[config.mk]
export PLATFORM = sky130hd
export DESIGN_NAME = adder
export DESIGN_NICKNAME = d
export VERILOG_FILES = /design/src/rtl/adder.sv
export SDC_FILE = /design/constraint.sdc
export NUM_CORES = 1
export LEC_CHECK = 0
export ABC_AREA = 1
export CAP_MARGIN = 20
export CORE_ASPECT_RATIO = 0.9
export CORE_MARGIN = 10
export CORE_UTILIZATION = 60
export CTS_BUF_LIST = sky130_fd_sc_hd__clkbuf_8
export CTS_CLUSTER_SIZE = 24
export DETAILED_ROUTE_END_ITERATION = 6
export DONT_BUFFER_PORTS = 1
export GPL_TIMING_DRIVEN = 0
export MAX_ROUTING_LAYER = met4
export PLACE_DENSITY = 0.81
export SYNTH_ARGS = -nofsm -noshare
export SYNTH_HDL_FRONTEND = slang
export SYNTH_SLANG_ARGS = --single-unit
export TNS_END_PERCENT = 100
[constraint.sdc]
create_clock -name clk -period 2.39 [get_ports clk]
set_input_delay 0.239 -clock clk [delete_from_list [all_inputs] [get_ports clk]]
set_output_delay 0.239 -clock clk [all_outputs]
set_load 0.05 [all_outputs]
[src/rtl/adder.sv]
// Registered WIDTH-bit adder: a + b + cin with carry-out, full (WIDTH+1)-bit result,
// signed overflow and zero flags, all qualified by a one-cycle-latency valid.
module adder #(
  parameter int WIDTH = 8
) (
  input  logic             clk,
  input  logic             rst_n,
  input  logic             in_valid,
  input  logic [WIDTH-1:0] a,
  input  logic [WIDTH-1:0] b,
  input  logic             cin,
  output logic [WIDTH-1:0] sum,
  output logic             cout,
  output logic [WIDTH:0]   result,
  output logic             overflow,
  output logic             zero,
  output logic             out_valid
);

  function automatic logic signed_overflow(input logic a_msb, input logic b_msb, input logic s_msb);
    return (a_msb == b_msb) && (s_msb != a_msb);
  endfunction

  logic [WIDTH:0] full_s;
  logic           overflow_s;
  logic           zero_s;

  logic [WIDTH:0] result_r;
  logic           overflow_r;
  logic           zero_r;
  logic           out_valid_r;

  // Full-precision sum of zero-extended operands and the flags derived from it.
  always_comb begin
    full_s     = {1'b0, a} + {1'b0, b} + {{WIDTH{1'b0}}, cin};
    overflow_s = signed_overflow(a[WIDTH-1], b[WIDTH-1], full_s[WIDTH-1]);
    zero_s     = (full_s == {(WIDTH+1){1'b0}});
  end

  // Output stage: reset wins, a valid beat captures, an idle beat holds data and drops valid.
  always_ff @(posedge clk) begin
    if (!rst_n) begin
      result_r    <= {(WIDTH+1){1'b0}};
      overflow_r  <= 1'b0;
      zero_r      <= 1'b1;
      out_valid_r <= 1'b0;
    end else if (in_valid) begin
      result_r    <= full_s;
      overflow_r  <= overflow_s;
      zero_r      <= zero_s;
      out_valid_r <= 1'b1;
    end else begin
      result_r    <= result_r;
      overflow_r  <= overflow_r;
      zero_r      <= zero_r;
      out_valid_r <= 1'b0;
    end
  end

  // sum and cout are slices of the one result register, so result == {cout, sum} by construction.
  assign sum       = result_r[WIDTH-1:0];
  assign cout      = result_r[WIDTH];
  assign result    = result_r;
  assign overflow  = overflow_r;
  assign zero      = zero_r;
  assign out_valid = out_valid_r;

endmodule

==> impl_metrics.csv <==
group,metric,value,unit
setup_path,timing.rr.end,"result[2]",
logic_synthesis,synth_xor_xnor_area_share,0,%
setup_path,path_cells,"fa_1 > fa_1 > nand2_1 > nand2_1 > nand3_1 > nand2_1 > nand2_1 > nand2_1 > nand2_1 > o21bai_2",
logic_synthesis,synth-compound-area-share,12.0,%
setup_path,ff2ff_path_depth,4,
logic_synthesis,ys_seq_area_share,25.5,%
layout,layout.cells.non_filler,159,
route,vias,853,
timing,fin_crit,1.66,ns
placed_design,place_congestion,0.801,
timing,rsz0062_at_grt,"false",
setup_path,crit_family,"adder cells",
logic_synthesis,synth_nets,170,
clock_network,worstSkewPairLatency,0.23,ns
clock_network,hold_buffers,0,
global_route,grt_pass1_vias,752,
global_route,grt_max_degree,11,
clock_network,postCtsSetupRepairBufs,0,
layout,fin_nets,175,
route,dr.pass1.iters,4,
route,viasPerCell,5.36,
route,drc,0,
layout,areaGrowthSynthToFinish,6.38,%
worst_hold_path,min_path_cells,2,
outcome,status,"finished clean",
placed_design,dp.cells,156,
clock_network,clock-sinks,12,
floorplanning,ios,41,
layout,antenna_cells,0,
setup_path,cp_num_cells,10,
floorplanning,dieArea,3550,um2
timing,maxSlewHeadroom,63.1,%
logic_synthesis,synth_area_leaders,"dfxtp_1 26%, nand2_1 14%, ha_1 9.3%",
timing,hold_viol_final,0,
clock_network,clk_path_buf_depth,2,
global_route,grt_usage,11.2,%
job,max_cap_viol_count,0,
setup_path,crit_path_max_incr_delay,0.44,ns
floorplanning,die_w,61.7,um
placed_design,io_buffers,0,
timing,setup_tns,0,ns
logic_synthesis,synth_top_family_by_area,"simple AND/OR/NAND/NOR gates",
setup_path,critPathArrivalTime,1.78,ns
route,drt-total-wl,2.09,mm
layout,fillers,147,
clock_network,clk_pin_slew,0.05,ns
logic_synthesis,synth_edf_count,0,
global_route,grt_pass1_wl,3.13,mm
logic_synthesis,synth_largest_area_cell,"dfxtp_1",
setup_path,criticalPathCategory,"in2reg",
worst_hold_path,hold_path_class,"in2reg",
timing,worst_clock_skew,0,ns
logic_synthesis,yosysWarnings,0,
setup_path,critPathLaunch,"a[0]",
clock_network,cts_tree,"yes",
power,ir_drop,0.000418,V
setup_path,crit_end,"zero",
logic_synthesis,synth-simple-area-share,31.6,%
timing,fmax,603,MHz
layout,layout-drive-gt1-share,13.9,%
logic_synthesis,avgSynthCellArea,6.67,um2
logic_synthesis,syn_area,941,um2
clock_network,cts-root-buf,"clkbuf_8",
placed_design,dpl-instance-area,960,um2
logic_synthesis,synth_mux_area_share,0,%
power,finalPower,0.000679,W
timing,period_share,69.3,%
logic_synthesis,ys.flop_type,"dfxtp_1",
logic_synthesis,synthesis.instances,141,
floorplanning,start_util,64.3,%
floorplanning,row_count,13,
clock_network,ctsResizeCount,0,
global_route,grt-ovfl-total,0,
setup_path,startpoint_type,"primary input",
route,ant_nets,0,
setup_path,r2r_slack,1.34,ns
logic_synthesis,netlist.area_leader.share,25.5,%
logic_synthesis,async_flop_share,0,%
setup_path,path_common_cell,"nand2_1",
setup_path,worst_setup_path_end_kind,"register",
power,powerDensity,679,nW/um2
clock_network,htree_levels,1,
logic_synthesis,ys_types,19,
route,wl_per_cell,13.2,um
global_route,antenna_found_initial,0,
setup_path,path_buf_inv,0,
route,drtIter0Drc,16,
layout,final_cell_area,1000,um2
setup_path,crit_slowest_cell,"fa_1",
logic_synthesis,synth_fa_ha_area_share,13.6,%
floorplanning,die_h,57.6,um
setup_path,worstPathRequired,2.51,ns
floorplanning,core,1460,um2
timing,setup_violations,0,
timing,slew_violations,0,
setup_path,r2r-start,"result[2]",
power,leakagePower,0.555,nW
logic_synthesis,synth_commonest_cells,"34 x nand2_1, 23 x inv_1, 15 x nand3_1",
logic_synthesis,synth_seq_cells,12,
logic_synthesis,yosysMostFrequentCell,"nand2_1",
setup_path,critPathMaxFanout,4,
timing,hold_slack,0.141,ns
clock_network,cts_buffers,3,
timing,tightest_slew,0.553,ns
placed_design,place_hpwl,1.84,mm
[layout by cell type (no fill, tap or decap)]
| cell type | count |
|---|---|
| clkbuf_1 | 1 |
| o21bai_2 | 1 |
| nand3_2 | 1 |
| buf_2 | 1 |
| a21oi_2 | 1 |
| nand3b_1 | 3 |
| nor2_2 | 1 |
| buf_4 | 9 |
| inv_1 | 23 |
| clkbuf_8 | 3 |
| o211ai_1 | 3 |
| fa_1 | 2 |
| nand2_2 | 3 |
| a21oi_1 | 7 |
| o21ai_0 | 7 |
| nand2_1 | 34 |
| ha_1 | 7 |
| dfxtp_1 | 12 |
| nor2_1 | 10 |
| nand3_1 | 15 |
[worst min-delay path by stage]
stage | start | to
2_1_floorplan | in_valid | out_valid
3_3_place_gp | in_valid | out_valid
3_5_place_dp | in_valid | out_valid
4_1_cts | in_valid | out_valid
5_1_grt | in_valid | out_valid
6_report | in_valid | out_valid
[state kept, by name, summed over array words and instances (netlist names)]
register   cells
result         9
out_valid      1
overflow       1
zero           1
[final cells by class]
type / instances / area (um2) / area share, %
plain buffers: 11 / 76.3 / 7.63
flip-flops and latches: 12 / 240 / 24.0
well taps: 15 / 18.8 / 1.88
multi-input cells: 95 / 538 / 53.8
inverters: 23 / 86.3 / 8.63
clock buffers: 3 / 41.3 / 4.13
[routing by layer]
layer | GRT usage, % | part of all wire, % | up-vias
met4 | 2.55 | 0.48 | 0
li1 | - | - | 444
met5 | - | 0 | -
met3 | 8.63 | 17 | 2
met2 | 16.4 | 43 | 38
met1 | 11.7 | 40 | 369
[worst register-to-register path, delay by kind of cell (launching register included)]
kind | cells | cell delay (ns)
flops | 1 | 0.66
simple gates | 2 | 0.20
compound gates | 1 | 0.08
buf+inv | 1 | 0.05
[cells by family (layout without fill, tap and decap cells)]
family                   Yosys count  after routing
adder cells (fa/ha/maj)            9              9
AND/OR/NAND/NOR                   67             67
flip-flops                        12             12
buffers and inverters             34             37
AO/OA/AOI/OAI                     19             19
[metrics by stage]
step,utilization (%),setup WS [ns]
floorplan,-,0.652
global placement,65.6,0.553
detailed placement,65.6,0.520
CTS,68.4,0.759
global route,68.4,0.655
finish,68.4,0.733
[where the power goes]
| group | total, W | leakage (nW) | internal, W | switching (W) |
|---|---|---|---|---|
| Combinational | 0.000214 | 0.433 | 0.0000701 | 0.000144 |
| Clock | 0.000174 | 0.0216 | 0.000110 | 0.0000640 |
| Sequential | 0.000291 | 0.0996 | 0.000218 | 0.0000734 |
| Total | 0.000679 | 0.555 | 0.000398 | 0.000281 |
No activity file was read; power rests on OpenSTA's default activity.
